## config.mk

```make
export PLATFORM = sky130hd
export DESIGN_NAME = display_scan_driver
export DESIGN_NICKNAME = d
export VERILOG_FILES = /design/src/rtl/display_pkg.sv /design/src/rtl/display_seg_decoder.sv /design/src/rtl/display_scan_driver.sv
export SDC_FILE = /design/constraint.sdc
export NUM_CORES = 1
export LEC_CHECK = 0
export BUFFER_PORTS_ARGS = -buffer_cell sky130_fd_sc_hd__buf_2
export CORE_MARGIN = 3
export CORE_UTILIZATION = 62
export CTS_BUF_LIST = sky130_fd_sc_hd__clkbuf_4
export DETAILED_ROUTE_END_ITERATION = 8
export GPL_TIMING_DRIVEN = 0
export MAX_ROUTING_LAYER = met4
export PLACE_DENSITY = 0.89
export SLEW_MARGIN = 20
export SYNTH_ARGS = -nofsm -noshare
export SYNTH_HDL_FRONTEND = slang
export SYNTH_SLANG_ARGS = --single-unit
export TNS_END_PERCENT = 20
```

## constraint.sdc

```tcl
create_clock -name clock -period 3.9 [get_ports clock]
set_clock_uncertainty 0.1 [all_clocks]
set_input_delay 0.39 -clock clock [delete_from_list [all_inputs] [get_ports clock]]
set_output_delay 0.39 -clock clock [all_outputs]
set_load 0.02 [all_outputs]
```

## src/rtl/display_pkg.sv

```systemverilog
// rtl/display_pkg.sv - display code encoding shared by the display manager and the scan driver
package display_pkg;

  localparam logic [5:0] DISP_BLANK_CODE = 6'b100000;

  localparam logic [4:0] GLY_0    = 5'd0;
  localparam logic [4:0] GLY_1    = 5'd1;
  localparam logic [4:0] GLY_2    = 5'd2;
  localparam logic [4:0] GLY_3    = 5'd3;
  localparam logic [4:0] GLY_4    = 5'd4;
  localparam logic [4:0] GLY_5    = 5'd5;
  localparam logic [4:0] GLY_6    = 5'd6;
  localparam logic [4:0] GLY_7    = 5'd7;
  localparam logic [4:0] GLY_8    = 5'd8;
  localparam logic [4:0] GLY_9    = 5'd9;
  localparam logic [4:0] GLY_A    = 5'd10;
  localparam logic [4:0] GLY_J    = 5'd11;
  localparam logic [4:0] GLY_U    = 5'd12;
  localparam logic [4:0] GLY_P    = 5'd13;
  localparam logic [4:0] GLY_E    = 5'd14;
  localparam logic [4:0] GLY_DASH = 5'd15;

  // Active-low {g,f,e,d,c,b,a}
  localparam logic [6:0] SEG_OFF  = 7'h7F;
  localparam logic [6:0] SEG_0    = 7'h40;
  localparam logic [6:0] SEG_1    = 7'h79;
  localparam logic [6:0] SEG_2    = 7'h24;
  localparam logic [6:0] SEG_3    = 7'h30;
  localparam logic [6:0] SEG_4    = 7'h19;
  localparam logic [6:0] SEG_5    = 7'h12;
  localparam logic [6:0] SEG_6    = 7'h02;
  localparam logic [6:0] SEG_7    = 7'h78;
  localparam logic [6:0] SEG_8    = 7'h00;
  localparam logic [6:0] SEG_9    = 7'h10;
  localparam logic [6:0] SEG_A    = 7'h08;
  localparam logic [6:0] SEG_J    = 7'h61;
  localparam logic [6:0] SEG_U    = 7'h41;
  localparam logic [6:0] SEG_P    = 7'h0C;
  localparam logic [6:0] SEG_E    = 7'h06;
  localparam logic [6:0] SEG_DASH = 7'h3F;

  localparam logic [7:0] AN_OFF = 8'hFF;

  // Digit 0 (leftmost) drives an[7]
  function automatic logic [7:0] anode_mask(input logic [2:0] idx);
    return ~(8'h80 >> idx);
  endfunction

endpackage

```

## src/rtl/display_seg_decoder.sv

```systemverilog
// rtl/display_seg_decoder.sv - combinational 5-bit glyph to active-low 7-segment pattern
module display_seg_decoder
  import display_pkg::*;
(
  input  logic [4:0] i_glyph,
  output logic [6:0] o_seg
);

  always_comb begin
    o_seg = SEG_OFF;
    case (i_glyph)
      GLY_0:    o_seg = SEG_0;
      GLY_1:    o_seg = SEG_1;
      GLY_2:    o_seg = SEG_2;
      GLY_3:    o_seg = SEG_3;
      GLY_4:    o_seg = SEG_4;
      GLY_5:    o_seg = SEG_5;
      GLY_6:    o_seg = SEG_6;
      GLY_7:    o_seg = SEG_7;
      GLY_8:    o_seg = SEG_8;
      GLY_9:    o_seg = SEG_9;
      GLY_A:    o_seg = SEG_A;
      GLY_J:    o_seg = SEG_J;
      GLY_U:    o_seg = SEG_U;
      GLY_P:    o_seg = SEG_P;
      GLY_E:    o_seg = SEG_E;
      GLY_DASH: o_seg = SEG_DASH;
      default:  o_seg = SEG_OFF;
    endcase
  end

endmodule

```

## src/rtl/display_scan_driver.sv

```systemverilog
// rtl/display_scan_driver.sv - frame-latched 8-digit 7-segment multiplexer with inter-digit blanking
module display_scan_driver
  import display_pkg::*;
#(
  parameter int CLKS_PER_DIGIT = 50000,
  parameter int BLANK_CLKS     = 500
) (
  input  logic       clock,
  input  logic       reset,
  input  logic [5:0] d1,
  input  logic [5:0] d2,
  input  logic [5:0] d3,
  input  logic [5:0] d4,
  input  logic [5:0] d5,
  input  logic [5:0] d6,
  input  logic [5:0] d7,
  input  logic [5:0] d8,
  output logic [7:0] an,
  output logic [6:0] seg,
  output logic       dp,
  output logic       frame_tick
);

  localparam int PW = (CLKS_PER_DIGIT > 2) ? $clog2(CLKS_PER_DIGIT) : 1;
  localparam logic [PW-1:0] PH_LAST  = PW'(CLKS_PER_DIGIT - 1);
  localparam logic [PW-1:0] PH_BLANK = PW'(BLANK_CLKS);

  logic [PW-1:0] r_phase_cnt;
  logic [2:0]    r_idx;
  logic [5:0]    r_shadow [0:7];
  logic [5:0]    w_d      [0:7];
  logic [5:0]    w_code;
  logic [6:0]    w_seg;
  logic          w_snap;

  assign w_d[0] = d1;
  assign w_d[1] = d2;
  assign w_d[2] = d3;
  assign w_d[3] = d4;
  assign w_d[4] = d5;
  assign w_d[5] = d6;
  assign w_d[6] = d7;
  assign w_d[7] = d8;

  assign w_code = r_shadow[r_idx];
  assign w_snap = (r_phase_cnt == '0) && (r_idx == 3'd0);
  assign dp     = 1'b1;

  display_seg_decoder u_dec (
    .i_glyph (w_code[4:0]),
    .o_seg   (w_seg)
  );

  always_ff @(posedge clock or negedge reset) begin
    if (!reset) begin
      r_phase_cnt <= '0;
      r_idx       <= 3'd0;
      for (int i = 0; i < 8; i++) r_shadow[i] <= DISP_BLANK_CODE;
      an          <= AN_OFF;
      seg         <= SEG_OFF;
      frame_tick  <= 1'b0;
    end else begin
      if (r_phase_cnt == PH_LAST) begin
        r_phase_cnt <= '0;
        r_idx       <= r_idx + 3'd1;
      end else begin
        r_phase_cnt <= r_phase_cnt + 1'b1;
      end

      // The whole frame is captured at once so digits never mix two manager states
      frame_tick <= w_snap;
      if (w_snap) begin
        for (int i = 0; i < 8; i++) r_shadow[i] <= w_d[i];
      end

      // Slot 0 is always in its blank phase at the snapshot edge, so reading the old shadow is harmless
      if (r_phase_cnt < PH_BLANK || w_code[5]) begin
        an  <= AN_OFF;
        seg <= SEG_OFF;
      end else begin
        an  <= anode_mask(r_idx);
        seg <= w_seg;
      end
    end
  end

endmodule

```

== Word level (Yosys, flattened, before mapping) ==
Memories as Yosys holds them, arrays and structs flattened.
Index checks and enable logic that the tools add are counted.
Operators by class
  equality and inequality tests: 1
  mux-type cells: 7
  shift operators: 1
  magnitude comparators: 2
  reduce and logical (&&, ||, !) cells: 4
  bitwise logic cells: 2
  add/sub/neg operators: 2
Operators by type and width (number)
  6-bit binary-select mux with 3-bit select: 1
  16-bit by 1-bit adder with 16-bit output, second input constant: 1
  16-bit equality test, second input constant: 1
  16-bit zero test: 1
  16-bit by 9-bit < comparator with 1-bit output, second input constant: 1
  16-bit 2-to-1 mux: 1
  7-bit 2-to-1 mux: 2
  6-bit 2-to-1 mux: 2
  8-bit 2-to-1 mux: 1
  8-bit inverter: 1
  8-bit by 3-bit >> shifter with 8-bit output, first input constant: 1
  4-bit greater-or-equal comparator, second input constant: 1
  3-bit inverter with 4-bit output: 1
  3-bit by 1-bit adder with 3-bit output, second input constant: 1
  3-bit zero test: 1
  1-bit logical AND: 1
  1-bit logical OR: 1
Word-level totals
  memory bits (read-only): 112
  output and inout bits: 17
  memories kept: 1
  bits in registers: 83
  input bits: 50
  word-level logic and storage cells: 33
Memories
  (no name shown): words 16, width 7, read ports 1, clocked after Yosys merged registers in 0, wr ports 0, line display_seg_decoder.sv:11  | case (i_glyph)

== Logic depth before layout (Yosys ltp) ==
Gate-level depths: netlist (run 1).
An unclocked memory read counts as a cell.
  word-level depth: 7
  mapped depth: 8
  depth with buffers taken out: 7

== By module ==
Synthesis (run 1) repeated with hierarchy kept, for this count alone.
Unflattened totals
  cells, all modules: 305
  area, all modules: 4011.3 µm²
Modules (own cells, without submodules)
  display_scan_driver: times used 1, area each 3722.3 µm², cells each 268, seq. area each 2105.8 µm²
  display_seg_decoder: times used 1, area each 289.0 µm², cells each 37, seq. area each 0.0 µm²

== Worst setup path before layout (run 1) ==
OpenSTA, ideal clock, no wires.
  path type: register -> register
  start point: register r_idx[0]
  end point: register seg[0]
  arrival: 2.309 ns
  period minus slack after synthesis: 2.501 ns
  slack: 1.399 ns
  buffers on the path: 1
  library setup time: 0.092 ns
  data required time: 3.708 ns
  stages on the path, launching flop included: 9
  cell sequence: dfrtp_1 -> buf_2 -> mux4_2 -> mux2i_1 -> inv_1 -> ha_1 -> nand2b_1 -> o211ai_1 -> o211ai_1
Between the ends
  longest elaborated chain between the ends: 7
  elaborated cells between the ends (all ways): 8
  classes of those cells: 5 x mux; 1 x bitwise; 1 x reduce/logical; 1 x memory
RTL lines
  start, declared: line display_scan_driver.sv:29  | logic [2:0] r_idx;
  start signal, assigned: line display_scan_driver.sv:65  | r_idx <= r_idx + 3'd1;
  3-bit inverter with 4-bit output (implied by the code) (*): line display_scan_driver.sv:45  | assign w_code = r_shadow[r_idx];
  6-bit binary-select mux with 3-bit select (*): line display_scan_driver.sv:45
  6-bit 2-to-1 mux (implied by the code) (*) (2 in series): line display_scan_driver.sv:45
  memory read 16 x 7 bit
  7-bit 2-to-1 mux: line display_seg_decoder.sv:11
  7-bit 2-to-1 mux (*): line display_scan_driver.sv:77  | if (r_phase_cnt < PH_BLANK || w_code[5]) begin
  end signal, assigned: line display_scan_driver.sv:82  | seg <= w_seg;
  end, declared: line display_scan_driver.sv:19  | output logic [6:0] seg,
Mark *: on every way between the ends. The rest lies on a longest branch, timed or not. The select of a mux whose other input is x is not followed.
A chain may end at the register's enable or synchronous reset.

== Worst setup path in the final report (run 1) ==
  start point: register r_idx[0]
  end point: register seg[4]
Same word-level chain as after synthesis.

==> results of run 1 <==
-- cell families after synthesis --
logic type | count (synthesis) | share of synthesized area, %
AOI/OAI and AO/OA | 18 | 3.049
xor gates and xnor gates | 16 | 3.633
adders and majority gates | 14 | 4.541
buffers and inverters | 21 | 2.984
DFF | 83 | 54.59
muxes | 66 | 22.58
other | 1 | 0.09721
and+or+nand+nor | 66 | 8.531
-- worst max-delay path: stages (launching register included) --
cell and delay [ns]:
dfrtp_1 0.54, buf_2 0.40, mux4_2 0.55, mux2i_1 0.58, inv_1 0.16, ha_1 0.21, nand2b_1 0.17, o21ai_0 0.13
o211ai_1 0.11
-- power by group --
part	internal, uW	total (uW)	switching (uW)
combinational	53.8	104	50.3
sequential	890	903	13.5
clock	137	411	274
-- cell type report --
| class | count | share of cell area, % |
|---|---|---|
| flip-flops and latches | 83 | 47.65 |
| multi-input cells | 181 | 37.03 |
| repair buffers | 67 | 8.267 |
| well taps | 75 | 2.123 |
| clock buffers | 11 | 1.869 |
| plain buffers | 12 | 1.840 |
| inverters | 9 | 0.7644 |
| clock inverters | 5 | 0.4530 |
-- cells in the final DEF (no fill, tap or decap), types with 4 or more instances in the layout --
cell,netlist,routed
mux2_1,20,20
mux4_2,12,12
dfstp_2,23,23
clkbuf_1,4,4
dfrtp_1,60,60
buf_2,2,66
nand3_1,8,8
buf_4,3,4
mux2i_1,6,6
nor2_1,19,19
inv_1,8,8
ha_1,14,14
clkbuf_4,0,11
xor2_1,10,10
clkinv_1,1,5
o211ai_1,7,7
xnor2_1,6,6
nand2_1,17,17
mux2_2,28,28
o21ai_0,4,4
nor3_1,5,5
-- per-stage QoR --
stage                     hold slack (ns)  cells  util, %  area (um^2)  worst slack (ns)
final                             0.06430    443    74.20         4419            0.8666
after global routing              0.03587    443    74.20         4419            0.6349
after CTS                         0.05524    443    74.20         4419            0.8429
after detailed placement           0.2135    426    72.31         4307            0.8640
after global placement             0.3616    425    71.81         4277            0.9727
after floorplan                 -0.005591    285        -         3857             1.399
-- layer usage --
layer  global-route usage [%]  vias up
li1                         -     1155
met1                    29.68     1250
met2                    37.72       89
met3                    5.631       21
met4                    11.08        0
met5                        -        -
-- state kept, by name (all words and copies together) (netlist names) --
| name | count |
|---|---|
| an | 8 |
| r_shadow | 48 |
| seg | 7 |
| r_idx | 3 |
| frame_tick | 1 |
| r_phase_cnt | 16 |
-- final timing paths --
kind | from | end | slack [ns] | cells past startpoint
worst max-delay path | r_idx[0] | seg[4] | 0.87 | 8
max in group asynchronous | reset | r_shadow[29] | 2.79 | 3
worst min-delay path | d7[4] | r_shadow[10] | 0.06 | 2
worst min register to register | r_shadow[27] | r_shadow[27] | 0.40 | 1
worst max register to register | r_idx[0] | seg[4] | 0.87 | 8
min in group asynchronous | reset | r_phase_cnt[15] | 0.30 | 2
==> impl_metrics.json, run 1 <==
{
  "final_max_slew_viol_count": 0,
  "ys_warn_count": 0,
  "wl_met1_um": 3238,
  "synth_enable_flop_cells": 0,
  "viasPerCell": 5.677,
  "cts_tree": "yes",
  "finalCriticalPeriod_ns": 3.033,
  "synth_top_cell_by_area": "dfrtp_1",
  "yosysSeqAreaShare_pct": 54.59,
  "gp_congestion": 0.8890,
  "finalHoldViolations": 0,
  "met2WireLength_um": 3858,
  "grt_setup_unrepaired": "no",
  "postRouteWirelength_um": 7732,
  "synthesis.area_per_instance_um2": 13.53,
  "antennaDiodeCount": 0,
  "gr-total-overflow": 0,
  "cts-root-buf": "clkbuf_4",
  "post_detailed_route_wirelength_per_cell_um": 17.45,
  "numCtsBuffers": 9,
  "cts-hold-fix-buffers": 1,
  "numClockSinks": 83,
  "cap_violations": 0,
  "core_area_um2": 5956,
  "dr.pass1.iters": 4,
  "mappedNetlistNets": 349,
  "synth.cells.most_frequent": "dfrtp_1, mux2_2, dfstp_2",
  "period_share_pct": 77.78,
  "cts.reportedPaths.clkPinSlew_ns": 0.12,
  "max_slew.worst_pin.slew_ns": 0.7124,
  "yosys_register_bits": 83,
  "critical_path_class": "register to register",
  "number_of_global_route_vias_before_repair": 2656,
  "globalRouteTotalUtil_pct": 23.96,
  "post_synth_num_cell_types": 39,
  "final.setup.tns_ns": 0,
  "setup_violations": 0,
  "critical_path.max_fanout": 10,
  "seqCellArea_um2": 2106,
  "worst-endpoint-arrival_ns": 3.29,
  "hp-class": "primary input to register",
  "global_route_wire_length_before_repair_um": 12690,
  "dr.first_iter.drc_count": 106,
  "drc": 0,
  "combined_area_of_the_multi_input_logic_cells_um2": 1637,
  "vias": 2515,
  "io_pins": 67,
  "peakVddDrop_uv": 218.8,
  "clock_tree.htree_level_count": 3,
  "drive_gt1_share_pct": 41.85,
  "leakagePower_uw": 0.001958,
  "slew_hr_pct": 51.15,
  "fillerInstances": 385,
  "fp.dieW_um": 84.88,
  "worst_ep_required_ns": 4.16,
  "startpoint_type": "register",
  "synth_most_common_cell": "dfrtp_1",
  "netlist.area_leader.share_pct": 38.92,
  "synthTopCellsByArea": "dfrtp_1, dfstp_2, mux2_2, mux4_2, mux2_1",
  "fmax_ghz": 0.3297,
  "critPathCaptureType": "register",
  "antenna_found_initial": 0,
  "io_buffers": 65,
  "outcome": "finished, final reports clean",
  "synthFlopType": "dfrtp_1",
  "dpl.hpwl_um": 5760,
  "ctsResizeCount": 0,
  "async_reset_ff_share_pct": 100.0,
  "worstSkewPairLatency_ns": 0.43,
  "die_height_um": 84.88,
  "powerDensity_nw_per_um2": 320.9,
  "post_synth_inst_count": 285,
  "clk_buf_depth": 2,
  "num_rows": 28,
  "antenna_left": 0,
  "number_of_buffers_inserted_by_post_cts_setup_repair": 0,
  "area_delta_synth_final_pct": 14.56,
  "die-area_um2": 7204,
  "wl_met3_um": 428,
  "grt_max_degree": 61,
  "total_power_uw": 1418,
  "synthesis.area_um2": 3857,
  "nets": 427,
  "top_signal_layer_used": "met4",
  "starting_density_of_the_core_pct": 64.77
}
No activity file was read; power rests on OpenSTA's default activity.
==> inputs of run 2 (changes only) <==
--- a/config.mk
+++ b/config.mk
@@ -5,14 +5,15 @@
 export SDC_FILE = /design/constraint.sdc
 export NUM_CORES = 1
 export LEC_CHECK = 0
+export ABC_AREA = 1
 export BUFFER_PORTS_ARGS = -buffer_cell sky130_fd_sc_hd__buf_2
 export CORE_MARGIN = 3
-export CORE_UTILIZATION = 62
+export CORE_UTILIZATION = 53
 export CTS_BUF_LIST = sky130_fd_sc_hd__clkbuf_4
 export DETAILED_ROUTE_END_ITERATION = 8
 export GPL_TIMING_DRIVEN = 0
 export MAX_ROUTING_LAYER = met4
-export PLACE_DENSITY = 0.89
+export PLACE_DENSITY = 0.8
 export SLEW_MARGIN = 20
 export SYNTH_ARGS = -nofsm -noshare
 export SYNTH_HDL_FRONTEND = slang
==> constraint.sdc (replaced) <==
create_clock -name clock -period 2.75 [get_ports clock]
set_clock_uncertainty 0.1 [all_clocks]
set_input_delay 0.275 -clock clock [delete_from_list [all_inputs] [get_ports clock]]
set_output_delay 0.275 -clock clock [all_outputs]
set_load 0.02 [all_outputs]
==> impl_metrics.json, run 2 <==
{
  "crit_path_max_incr_delay_ns": 0.48,
  "worst_ep_required_ns": 3.02,
  "critical_path.max_fanout": 11,
  "clock_tree.htree_level_count": 3,
  "dr.pass1.iters": 5,
  "most-common-layout-cells": "nand2_1, buf_2, nand3_1",
  "cts.reportedPaths.clkPinSlew_ns": 0.14,
  "worstSkewPairLatency_ns": 0.43,
  "hp-class": "primary input to asynchronous set/reset pin",
  "fillerInstances": 623,
  "num_rows": 32,
  "global_route.usage.met2_pct": 40.31,
  "vias": 3899,
  "switching_power_uw": 548.7,
  "final_util_pct": 69.26,
  "globalRouteMet1Util_pct": 33.37,
  "gr-usage-met3_pct": 3.440,
  "p_int_uw": 1662,
  "fmax_ghz": 0.4266,
  "antenna_left": 0,
  "gp_congestion": 0.8662,
  "number_of_global_route_vias_before_repair": 3839,
  "die-area_um2": 9216,
  "numClockSinks": 83,
  "startpoint_type": "register",
  "nets": 721,
  "critPathCaptureType": "register",
  "finalHoldViolations": 0,
  "synthTopCellsByArea": "dfrtp_1, nand2_1, dfstp_2, nand3_1, ha_1",
  "outcome": "finished, final reports clean",
  "globalRouteTotalUtil_pct": 25.36,
  "dpl.hpwl_um": 6940,
  "max_slew.worst_pin.slew_ns": 0.6266,
  "post_detailed_route_wirelength_per_cell_um": 13.75,
  "cp_num_cells": 12,
  "clk_buf_depth": 2,
  "starting_density_of_the_core_pct": 54.98,
  "grt_max_degree": 55,
  "async_reset_ff_share_pct": 100.0,
  "synth_most_common_cell": "nand2_1",
  "final_max_slew_viol_count": 0,
  "worst-endpoint-arrival_ns": 2.61,
  "setup_violations": 0,
  "drive_gt1_share_pct": 24.32,
  "io_pins": 67,
  "final.setup.tns_ns": 0,
  "slew_hr_pct": 57.90,
  "die_height_um": 96,
  "antennaDiodeCount": 0,
  "critical_path_class": "register to register",
  "reg2regPathDepth": 12,
  "grt_setup_unrepaired": "no",
  "io_buffers": 65,
  "number_of_buffers_inserted_by_post_cts_setup_repair": 0,
  "path_delay_family": "buffers and inverters",
  "grt_busiest_layer": "met2",
  "numCtsBuffers": 9,
  "power.share.sequential_pct": 57.9,
  "power.switching_fraction_pct": 24.81,
  "worst-path-buf-inv": 5,
  "yosysSeqAreaShare_pct": 49.05,
  "finalCriticalPeriod_ns": 2.344,
  "synth_top_cell_by_area": "dfrtp_1",
  "core_area_um2": 7807,
  "synth_enable_flop_cells": 0,
  "synthesis.area_um2": 4293,
  "drc": 0,
  "post_synth_num_cell_types": 34,
  "gr-total-overflow": 0,
  "cts_tree": "yes",
  "largest_registers": "r_shadow (48), r_phase_cnt (16), an (8)",
  "mappedNetlistNets": 595,
  "largest_register_ffs": 48,
  "post_synth_inst_count": 531,
  "area_delta_synth_final_pct": 25.97,
  "regMostFlops": "r_shadow",
  "peakVddDrop_uv": 236.5,
  "ys_warn_count": 0,
  "power_frac_comb_pct": 9.8,
  "yosys_register_bits": 83,
  "period_share_pct": 85.25,
  "cap_violations": 0,
  "cts-hold-fix-buffers": 49,
  "dr.first_iter.drc_count": 216,
  "fp.dieW_um": 96,
  "leakagePower_uw": 0.002736,
  "postRouteWirelength_um": 10510,
  "synthFlopType": "dfrtp_1",
  "ctsResizeCount": 0,
  "netlist.area_leader.share_pct": 34.98,
  "critical_path.most_common_cell": "nand2_1",
  "global_route_wire_length_before_repair_um": 17620,
  "cts-root-buf": "clkbuf_4",
  "antenna_found_initial": 0,
  "layout_commonest_cell": "nand2_1",
  "clock_power_share_pct": 32.3,
  "powerDensity_nw_per_um2": 408.9,
  "viasPerCell": 5.103,
  "timing.critical_path.slowest_stage_cell": "dfrtp_1",
  "cell_breakdown_of_the_critical_path": "inv_1 > buf_2 > ha_1 > inv_1 > nor2_1 > nand2_1 > nor3_4 > nand2_4 > clkinv_8 > buf_6 > nand2_1 > nand2_1",
  "synthesis.area_per_instance_um2": 8.084,
  "synth.cells.most_frequent": "nand2_1, nand3_1, dfrtp_1"
}
==> run 2: worst reg2reg max path, delay by kind of cell, from the launching register on <==
family | cells | cell delay, ns
and+or+nand+nor | 6 | 0.69
adders and majority gates | 1 | 0.24
DFF | 1 | 0.48
buffers and inverters | 5 | 0.77
==> run 2: routing by layer <==
metal	vias to the layer above	part of all wire, %
met4	0	1.9
met5	-	0
met3	19	5.3
met2	142	48
met1	1815	45
li1	1923	-
==> run 2: area by class of cell <==
type | instances | area [um^2] | share of cell area (%)
plain buffers | 19 | 148.9 | 2.753
well taps | 102 | 127.6 | 2.360
inverters | 49 | 198.9 | 3.679
clock buffers | 10 | 75.07 | 1.388
flip-flops and latches | 83 | 2106 | 38.94
multi-input cells | 380 | 1839 | 34.01
repair buffers | 115 | 845.8 | 15.64
clock inverters | 6 | 66.31 | 1.226
==> run 2: worst paths after layout <==
| path | startpoint | end | slack, ns |
|---|---|---|---|
| worst max-delay path | r_idx[1] | r_shadow[5] | 0.41 |
| worst min-delay path | reset | r_shadow[0] | 0.19 |
| worst max register to register | r_idx[1] | r_shadow[5] | 0.41 |
| worst min register to register | r_shadow[35] | r_shadow[35] | 0.38 |
| max in group asynchronous | reset | r_shadow[23] | 1.70 |
| min in group clock | r_shadow[35] | r_shadow[35] | 0.38 |
==> run 2: metrics by stage <==
step                      setup WS (ns)  hold WS [ns]  instance area (um^2)  total power [uW]  cells
after floorplan                  0.7625       -0.1206                  4293              1376    531
after global placement           0.4997        0.3575                  4746              1448    698
after detailed placement         0.4343        0.1275                  4776              1460    699
after CTS                        0.4003        0.1994                  5408              2216    764
after global routing             0.2156        0.2369                  5408              2302    764
final                            0.4057        0.1919                  5408              2211    764
==> run 2: logic make-up after synthesis <==
family / share of synthesized area (%)
xor+xnor: 0.6122
fa+ha+maj: 4.080
flops: 49.05
other cells: 0.08735
compound gates: 4.896
buf+inv: 8.103
simple gates: 33.17
==> run 2: power groups by stage <==
stage	Combinational (uW)	Clock, uW	Sequential, uW
after CTS	214	723	1280
after floorplan	80.0	0	1300
after global routing	243	774	1280
after global placement	149	0	1300
final	217	714	1280
after detailed placement	159	0	1300
